**config.mk**
```make
export PLATFORM = sky130hd
export DESIGN_NAME = morse_key_decoder
export DESIGN_NICKNAME = d
export VERILOG_FILES = /design/src/rtl/morse_pkg.sv /design/src/rtl/morse_key_decoder_ms_tick_gen.sv /design/src/rtl/morse_key_decoder.sv
export SDC_FILE = /design/constraint.sdc
export NUM_CORES = 1
export LEC_CHECK = 0
export ABC_AREA = 0
export CORE_ASPECT_RATIO = 1.1
export CORE_UTILIZATION = 45
export DETAILED_ROUTE_END_ITERATION = 7
export HOLD_SLACK_MARGIN = 0.08
export PLACE_DENSITY_LB_ADDON = 0.25
export SYNTH_ARGS = -nofsm -noshare
export SYNTH_HDL_FRONTEND = slang
export SYNTH_HIERARCHICAL = 1
export SYNTH_SLANG_ARGS = --single-unit
export TNS_END_PERCENT = 1
```
**constraint.sdc**
```tcl
create_clock -name clk -period 3.9 [get_ports clk]
set_input_delay 0.39 -clock clk [delete_from_list [all_inputs] [get_ports clk]]
set_output_delay 0.39 -clock clk [all_outputs]
set_load 0.005 [all_outputs]
```
**src/rtl/morse_pkg.sv**
```systemverilog
// Shared Morse definitions: FSM state encoding, default timing constants
// and the symbol bit convention used by decoder, playback and comparator.
package morse_pkg;

    // Receive FSM states (encoding is shared with other Morse blocks)
    typedef enum logic [1:0] {
        IDLE  = 2'd0,
        PRESS = 2'd1,
        GAP   = 2'd2,
        EMIT  = 2'd3
    } morse_state_e;

    // Default timing, in milliseconds
    localparam int CLKS_PER_MS_DEF   = 50000;
    localparam int DOT_MAX_MS_DEF    = 200;
    localparam int LETTER_GAP_MS_DEF = 600;
    localparam int MAX_SYMBOLS_DEF   = 5;
    localparam int CNT_W_DEF         = 11;

    // code_out bit convention: 1 = dash, first symbol sits in the MSB of the
    // used bits, pattern is right-aligned
    localparam logic SYM_DOT  = 1'b0;
    localparam logic SYM_DASH = 1'b1;

endpackage

```
**src/rtl/morse_key_decoder_ms_tick_gen.sv**
```systemverilog
// Millisecond prescaler: counts 0..CLKS_PER_MS-1 and flags the wrap cycle.
// The synchronous clear restarts the count so a period starts at the clear.
module ms_tick_gen #(
    parameter int CLKS_PER_MS = 50000
) (
    input  logic clk,
    input  logic rst,
    input  logic enable,
    input  logic clr,
    output logic tick
);

    localparam int PW = (CLKS_PER_MS > 1) ? $clog2(CLKS_PER_MS) : 1;
    localparam logic [PW-1:0] LAST = PW'(CLKS_PER_MS - 1);

    logic [PW-1:0] cnt_q;
    logic [PW-1:0] cnt_d;

    // Tick is the wrap cycle itself; a clear in the same cycle does not
    // swallow the tick that has already elapsed
    assign tick = enable && (cnt_q == LAST);

    // Next prescaler value: restart on clear or when disabled, wrap at LAST
    always_comb begin
        cnt_d = cnt_q + 1'b1;
        if (!enable || clr || (cnt_q == LAST)) begin
            cnt_d = '0;
        end
    end

    // Prescaler register, synchronous active-low reset
    always_ff @(posedge clk) begin
        if (!rst) begin
            cnt_q <= '0;
        end else begin
            cnt_q <= cnt_d;
        end
    end

endmodule

```
**src/rtl/morse_key_decoder.sv**
```systemverilog
// Morse key receiver: times key presses and pauses in milliseconds and
// turns them into dot/dash symbols and completed letter codes.
module morse_key_decoder
    import morse_pkg::*;
#(
    parameter int CLKS_PER_MS   = CLKS_PER_MS_DEF,
    parameter int DOT_MAX_MS    = DOT_MAX_MS_DEF,
    parameter int LETTER_GAP_MS = LETTER_GAP_MS_DEF,
    parameter int MAX_SYMBOLS   = MAX_SYMBOLS_DEF,
    parameter int CNT_W         = CNT_W_DEF
) (
    input  logic                   clk,
    input  logic                   rst,
    input  logic                   enable,
    input  logic                   key_in,
    output logic                   sym_valid,
    output logic                   sym_is_dash,
    output logic [MAX_SYMBOLS-1:0] code_out,
    output logic [2:0]             code_len,
    output logic                   code_valid,
    output logic                   overflow_err
);

    localparam logic [CNT_W-1:0] DUR_MAX = '1;
    localparam logic [CNT_W-1:0] DOT_MAX = CNT_W'(DOT_MAX_MS);
    localparam logic [CNT_W-1:0] GAP_END = CNT_W'(LETTER_GAP_MS);
    localparam logic [2:0]       SYM_MAX = 3'(MAX_SYMBOLS);

    morse_state_e           state_q, state_d;
    logic [CNT_W-1:0]       dur_q, dur_d;
    logic [MAX_SYMBOLS-1:0] sr_q, sr_d;
    logic [2:0]             cnt_q, cnt_d;
    logic                   key_q;
    logic                   sym_valid_q, sym_valid_d;
    logic                   sym_is_dash_q, sym_is_dash_d;
    logic [MAX_SYMBOLS-1:0] code_out_q, code_out_d;
    logic [2:0]             code_len_q, code_len_d;
    logic                   code_valid_q, code_valid_d;
    logic                   overflow_err_q, overflow_err_d;

    logic                   tick;
    logic [CNT_W-1:0]       dur_now;
    logic                   is_dash;

    // Durations are measured from the key edge, so the prescaler restarts on
    // every change of key level
    ms_tick_gen #(
        .CLKS_PER_MS(CLKS_PER_MS)
    ) u_tick (
        .clk    (clk),
        .rst    (rst),
        .enable (enable),
        .clr    (key_in ^ key_q),
        .tick   (tick)
    );

    // Duration including a tick that lands in this very cycle (saturating)
    assign dur_now = (tick && (dur_q != DUR_MAX)) ? dur_q + 1'b1 : dur_q;
    assign is_dash = (dur_now > DOT_MAX);

    // Next-state, symbol/letter assembly and output pulse generation
    always_comb begin
        state_d        = state_q;
        sr_d           = sr_q;
        cnt_d          = cnt_q;
        sym_valid_d    = 1'b0;
        sym_is_dash_d  = sym_is_dash_q;
        code_out_d     = code_out_q;
        code_len_d     = code_len_q;
        code_valid_d   = 1'b0;
        overflow_err_d = 1'b0;
        if (!enable) begin
            state_d = IDLE;
            sr_d    = '0;
            cnt_d   = '0;
        end else begin
            case (state_q)
                IDLE: begin
                    if (key_in) begin
                        state_d = PRESS;
                    end
                end
                PRESS: begin
                    if (!key_in) begin
                        if (cnt_q == SYM_MAX) begin
                            overflow_err_d = 1'b1;
                            sr_d           = '0;
                            cnt_d          = '0;
                            state_d        = IDLE;
                        end else begin
                            sym_valid_d   = 1'b1;
                            sym_is_dash_d = is_dash;
                            sr_d          = MAX_SYMBOLS'({sr_q, is_dash});
                            cnt_d         = cnt_q + 3'd1;
                            state_d       = GAP;
                        end
                    end
                end
                GAP: begin
                    // An expiring gap takes priority over a new press
                    if (dur_now == GAP_END) begin
                        state_d      = EMIT;
                        code_valid_d = 1'b1;
                        code_out_d   = sr_q;
                        code_len_d   = cnt_q;
                    end else if (key_in) begin
                        state_d = PRESS;
                    end
                end
                EMIT: begin
                    sr_d    = '0;
                    cnt_d   = '0;
                    state_d = IDLE;
                end
                default: begin
                    state_d = IDLE;
                end
            endcase
        end
        // Duration restarts on every state change and whenever disabled
        if (!enable || (state_d != state_q)) begin
            dur_d = '0;
        end else begin
            dur_d = dur_now;
        end
    end

    // State, counters and registered outputs, synchronous active-low reset
    always_ff @(posedge clk) begin
        if (!rst) begin
            state_q        <= IDLE;
            dur_q          <= '0;
            sr_q           <= '0;
            cnt_q          <= '0;
            key_q          <= 1'b0;
            sym_valid_q    <= 1'b0;
            sym_is_dash_q  <= 1'b0;
            code_out_q     <= '0;
            code_len_q     <= '0;
            code_valid_q   <= 1'b0;
            overflow_err_q <= 1'b0;
        end else begin
            state_q        <= state_d;
            dur_q          <= dur_d;
            sr_q           <= sr_d;
            cnt_q          <= cnt_d;
            key_q          <= key_in;
            sym_valid_q    <= sym_valid_d;
            sym_is_dash_q  <= sym_is_dash_d;
            code_out_q     <= code_out_d;
            code_len_q     <= code_len_d;
            code_valid_q   <= code_valid_d;
            overflow_err_q <= overflow_err_d;
        end
    end

    assign sym_valid    = sym_valid_q;
    assign sym_is_dash  = sym_is_dash_q;
    assign code_out     = code_out_q;
    assign code_len     = code_len_q;
    assign code_valid   = code_valid_q;
    assign overflow_err = overflow_err_q;

endmodule

```
==> flow_summary.yaml, run 1 <==
run_status:
  outcome: "finished, final reports clean"
synth:
  synth_largest_area_cell: "dfxtp_1"
  synth_seq_area_share_pct: 43.4
  syn-cell-area_mm2: 0.00231
  yosysTopAreaCellShare_pct: 43.4
  synth_cell_types: 45
  ys_seq_elements: 50
  syn_inst: 265
  syn_area_per_cell_um2: 8.71
  synth_edf_count: 0
  synth_area_leaders: "dfxtp_1 (43%), nor2_1 (6.0%), nand2_1 (5.0%)"
  yosys_warnings: 6
  synth_ff_type: "dfxtp_1"
  synth_fp_nets: 271
  synth_async_sr_flop_share_pct: 0
timing:
  tightest_slew_ns: 0.779
  slew-limit-headroom_pct: 48.0
  fmax_mhz: 308
  drv_slew: 0
  fin_tns_setup_ns: 0
  hold_violations: 0
  hold_ws_ns: 0.460
  rsz0062_at_grt: "false"
  post-route-min-period_ns: 3.25
  fin_worst_skew_ns: 0.0142
  finalSetupViolations: 0
  min_period_over_period_pct: 83.4
worst_setup_path:
  path_class: "register to register"
  r2r-start: "u_tick/cnt_q[11]$_SDFF_PP0_"
  endpoint_kind: "register"
  cp_cell_sequence: "or4_1, nor4_1, and2_1, nand2_1, or3_1, o21ba_1, nor4_2, nand3_2, mux2i_1"
  rrSetupSlack_ns: 0.65
  cp_slowest_cell: "or4_1"
  r2r_end: "code_len[1]$_SDFFE_PN0P_"
  worstPathMaxFanout: 9
  worstRegToRegCells: 9
  critical_path_buf_inv_count: 0
  critPathArrivalTime_ns: 3.45
  slowest_delay_ns: 0.52
  cp.depth: 9
  crit_start: "u_tick/cnt_q[11]$_SDFF_PP0_"
  cp_top_family: "simple AND/OR/NAND/NOR gates"
  endpoint: "code_len[1]$_SDFFE_PN0P_"
  crit_path_start_kind: "register"
  crit_required_ns: 4.09
detailed_routing:
  wl_um: 4500
  dr_total_vias: 1859
  antenna_left: 0
  drc: 0
  viasPerCell: 5.48
  dr.pass1.iters: 4
  avgRoutedWirePerCell_um: 13.3
  dr.first_iter.drc_count: 96
placement:
  place_hpwl_um: 3240
  port_buffers: 15
  dp.cells: 331
  place.gp.congestion: 0.831
floorplanning:
  die_h_um: 77.1
  boundaryPins: 16
  initial_core_util_pct: 48.3
  coreArea_mm2: 0.00478
  fp-row-count: 26
  dieArea_mm2: 0.00542
  die_w_um: 70.3
global_route:
  grt-ovfl-total: 0
  grt_max_degree: 24
  grt_pass1_wl_um: 7930
  grt_pass1_vias: 1714
  antenna_found_initial: 0
  grt_usage_pct: 18.0
clock_network:
  path_clk_slew_ns: 0.10
  cts.hold.buffers_added: 0
  cts_root_buffer: "clkbuf_8"
  cts_sinks: 50
  post_cts_buffers: 0
  htreeDepth: 2
  tritoncts: "done"
  numCtsBuffers: 5
  post_cts_resized: 0
  cts_buffer_depth: 2
  clk_latency_ns: 0.30
power_and_ir_drop:
  powerDensity_mw_per_mm2: 352
  vdd_drop_max_v: 0.000186
  power_leakage_nw: 0.904
layout:
  antenna_cells: 0
  utilization_pct: 54.8
  syn2layout_area_growth_pct: 13.5
  fin_cells: 339
  drive_above_1_share_pct: 6.36
  fin_nets: 288
run:
  cap_viol_max_count: 0
hold_path:
  min_path_type: "register to register"
## routing by layer
layer	routed length, um	share of wire, %	global-route usage (%)	vias to the layer above
li1	-	-	-	977
met1	2370	53	24.6	858
met2	1950	43	27.0	17
met3	117	2.6	4.47	7
met4	72	1.6	6.60	0
met5	0	0	0	-
## worst min path at each step
stage	end	slack [ns]	from	cells past startpoint
3_5_place_dp	code_out[3]$_SDFFE_PN0P_	0.45	code_out[3]$_SDFFE_PN0P_	2
3_3_place_gp	code_out[4]$_SDFFE_PN0P_	0.45	code_out[4]$_SDFFE_PN0P_	2
6_report	code_out[3]$_SDFFE_PN0P_	0.46	code_out[3]$_SDFFE_PN0P_	2
2_1_floorplan	u_tick/cnt_q[0]$_SDFF_PP0_	0.43	u_tick/cnt_q[0]$_SDFF_PP0_	1
5_1_grt	code_out[0]$_SDFFE_PN0P_	0.49	code_out[0]$_SDFFE_PN0P_	2
4_1_cts	code_out[3]$_SDFFE_PN0P_	0.46	code_out[3]$_SDFFE_PN0P_	2
## report_power, final
group          switching (mW)  total [mW]  leakage [nW]  internal [mW]
Combinational          0.0171      0.0255         0.439        0.00832
Sequential            0.00222       0.515         0.403          0.512
Clock                   0.172       0.383        0.0618          0.211
## cells in the mapped netlist (all sizes together) (3+ instances only)
master	instances
nor4	8
nor3	7
inv	9
nand2	32
and3	5
a21oi	14
xnor2	13
clkbuf	3
o2111ai	3
mux2i	10
or3	3
nand3	10
nand4	9
o21ai	8
a22o	4
nor2	37
and4	3
xor2	7
dfxtp	50
or2	3
## layout make-up
class                   count  area (um2)
well taps                  56        70.1
clock buffers               6        82.6
repair buffers             15         150
multi-input cells         201        1240
clock inverters             2        38.8
inverters                   9        33.8
fillers                   428        2160
flip-flops and latches     50        1000
## through the flow
step	total power, mW	instance area [um2]	setup WS (ns)
3_3_place_gp	0.553	2500	0.764
4_1_cts	0.934	2620	0.643
3_5_place_dp	0.552	2500	0.648
5_1_grt	0.964	2620	0.317
6_report	0.923	2620	0.648
2_1_floorplan	0.544	2310	0.920
## placed cells by master, fill, tap and decap left out, drive strengths merged, types with 6 or more instances in the layout
| cell type | instances |
|---|---|
| nand4 | 9 |
| clkdlybuf4s50 | 15 |
| nand3 | 10 |
| dfxtp | 50 |
| nor4 | 8 |
| xnor2 | 13 |
| o21ai | 8 |
| clkbuf | 6 |
| inv | 10 |
| nor2 | 37 |
| xor2 | 7 |
| a21oi | 14 |
| mux2i | 10 |
| nor3 | 7 |
| nand2 | 32 |
## cells by family after synthesis
logic type / count (synthesis) / synth area share, %
adder cells (fa/ha/maj): 2 / 1.08
XOR/XNOR: 20 / 7.59
buffers and inverters: 14 / 2.76
AND/OR/NAND/NOR: 132 / 29.9
multiplexers: 11 / 4.82
flip-flops: 50 / 43.4
AO/OA/AOI/OAI: 36 / 10.5
## flip-flops by register name, summed over array words and instances (netlist names)
| register | flops |
|---|---|
| u_tick/cnt_q | 16 |
| code_out | 5 |
| cnt_q | 3 |
| code_valid | 1 |
| sym_valid | 1 |
| sym_is_dash | 1 |
| state_q | 2 |
| key_q | 1 |
| sr_q | 5 |
| code_len | 3 |
| overflow_err | 1 |
| dur_q | 11 |
## worst min-delay path, delay by kind of cell (launching register included)
| kind | cells | cell delay [ns] |
|---|---|---|
| flip-flops | 1 | 0.32 |
| multiplexers | 1 | 0.05 |
| AND/OR/NAND/NOR | 1 | 0.05 |
No activity file was read; power rests on OpenSTA's default activity.
==> run 2, diff against run 1 <==
==> constraint.sdc (replaced) <==
create_clock -name clk -period 3.2 [get_ports clk]
set_input_delay 0.32 -clock clk [delete_from_list [all_inputs] [get_ports clk]]
set_output_delay 0.32 -clock clk [all_outputs]
set_load 0.005 [all_outputs]
==> run 2 against run 1 <==
Net effect:
- first-iteration DRC count up 50%
- largest cell class unchanged
- critical path depth unchanged
- highest routed layer unchanged
- design area up 2.5%
- critical endpoint is now dur_q[3]$_SDFF_PP0_
- total power up 18%
- flip-flop and latch count is the same
==> flow_summary.yaml, run 2 (synthesis gave the netlist of run 1 again) <==
global_route:
  grt-ovfl-total: 0
  grt_pass1_vias: 1809
  grt_max_degree: 24
  grt_usage_pct: 18.6
  antenna_found_initial: 0
  grt_pass1_wl_um: 8180
layout:
  fin_nets: 295
  final_cell_mix: "dfxtp_1 (50), nor2_1 (37), nand2_1 (31)"
  top_regs: "u_tick/cnt_q (16), dur_q (11)"
  antenna_cells: 0
  drive_above_1_share_pct: 8.97
  final_common_cell: "dfxtp_1"
  utilization_pct: 56.2
  largest-register: "u_tick/cnt_q"
  largest_reg_flops: 16
  syn2layout_area_growth_pct: 16.4
power_and_ir_drop:
  sequentialPowerShare_pct: 57.5
  pwr-share-comb_pct: 3.1
  netSwitchingPower_mw: 0.220
  power_leakage_nw: 0.930
  intPower_mw: 0.870
  p_total_mw: 1.09
  clock_power_share_pct: 39.4
  vdd_drop_max_v: 0.000238
  powerDensity_mw_per_mm2: 406
  switching_share_pct: 20.2
timing:
  fmax_mhz: 324
  drv_slew: 0
  min_period_over_period_pct: 96.3
  fin_tns_setup_ns: 0
  hold_ws_ns: 0.464
  tightest_slew_ns: 0.812
  fin_worst_skew_ns: 0.0105
  hold_violations: 0
  slew-limit-headroom_pct: 45.8
  finalSetupViolations: 0
  post-route-min-period_ns: 3.08
  rsz0062_at_grt: "false"
  worst_slack_ns: 0.118
placement:
  dp_slack_ns: 0.129
  place.gp.congestion: 0.829
  port_buffers: 15
  place_hpwl_um: 3280
clock_network:
  numCtsBuffers: 5
  htreeDepth: 2
  cts.hold.buffers_added: 0
  post_cts_buffers: 0
  clk_latency_ns: 0.30
  cts_sinks: 50
  tritoncts: "done"
  cts_buffer_depth: 2
  post_cts_resized: 0
  path_clk_slew_ns: 0.09
  cts_root_buffer: "clkbuf_8"
hold_path:
  hp-start: "code_out[4]$_SDFFE_PN0P_"
  holdPathStages: 2
  min_path_type: "register to register"
  min_to: "code_out[4]$_SDFFE_PN0P_"
detailed_routing:
  antenna_left: 0
  viasPerCell: 5.58
  wl_um: 4710
  dr.first_iter.drc_count: 144
  drc: 0
  avgRoutedWirePerCell_um: 13.6
  dr_total_vias: 1930
  dr.pass1.iters: 4
worst_setup_path:
  path_class: "register to register"
  critPathArrivalTime_ns: 3.26
  worstPathMaxFanout: 5
  crit_path_start_kind: "register"
  r2r_end: "dur_q[3]$_SDFF_PP0_"
  worstRegToRegCells: 9
  endpoint_kind: "register"
  r2r-start: "u_tick/cnt_q[7]$_SDFF_PP0_"
  crit_required_ns: 3.38
  rrSetupSlack_ns: 0.12
floorplanning:
  die_w_um: 70.3
  die_h_um: 77.1
  fp-row-count: 26
  initial_core_util_pct: 48.3
  dieArea_mm2: 0.00542
  coreArea_mm2: 0.00478
  boundaryPins: 16
run_status:
  outcome: "finished, final reports clean"
run:
  cap_viol_max_count: 0
[run 2: power groups by stage]
stage / combinational, mW / sequential (mW) / clock, mW
after floorplan: 0.0222 / 0.641 / 0
after global placement: 0.0332 / 0.642 / 0
after detailed placement: 0.0329 / 0.642 / 0
after CTS: 0.0332 / 0.627 / 0.446
after global routing: 0.0376 / 0.628 / 0.471
final: 0.0333 / 0.627 / 0.430
[run 2: per-layer routing]
metal | global-route usage [%] | routed length [um]
met5 | 0 | 0
met4 | 7.60 | 88
met3 | 3.94 | 192
met2 | 26.7 | 2040
met1 | 26.7 | 2380
[run 2: how the worst max path moves through the flow]
stage,endpoint,cells after the start,start
after CTS,dur_q[3]$_SDFF_PP0_,9,u_tick/cnt_q[7]$_SDFF_PP0_
final,dur_q[3]$_SDFF_PP0_,9,u_tick/cnt_q[7]$_SDFF_PP0_
after floorplan,dur_q[3]$_SDFF_PP0_,9,u_tick/cnt_q[11]$_SDFF_PP0_
after global placement,dur_q[9]$_SDFF_PP0_,9,u_tick/cnt_q[10]$_SDFF_PP0_
after detailed placement,dur_q[3]$_SDFF_PP0_,9,u_tick/cnt_q[10]$_SDFF_PP0_
after global routing,dur_q[3]$_SDFF_PP0_,9,u_tick/cnt_q[7]$_SDFF_PP0_
[run 2: worst max-delay path, cell delays in order, from the launching register on]
cell,delay (ns)
dfxtp_1,0.37
or4_1,0.50
nor4_2,0.27
and2_4,0.22
nand2_1,0.04
or3_1,0.36
o21ba_1,0.24
or4_4,0.55
o31ai_4,0.32
nor2_1,0.09
[run 2: cell type report]
| cell class | instances | area (um2) |
|---|---|---|
| fill | 436 | 2100 |
| tap | 56 | 70.1 |
| sequential | 50 | 1000 |
| clock inverter | 1 | 30.0 |
| clock buffer | 7 | 76.3 |
| timing repair buffer | 22 | 203 |
| multi-input combinational | 201 | 1270 |
| inverter | 9 | 33.8 |
[run 2: per-stage QoR]
step                      cells  cell area [um2]
after floorplan             265             2310
after global placement      338             2550
after detailed placement    338             2550
after CTS                   346             2660
after global routing        346             2690
final                       346             2690
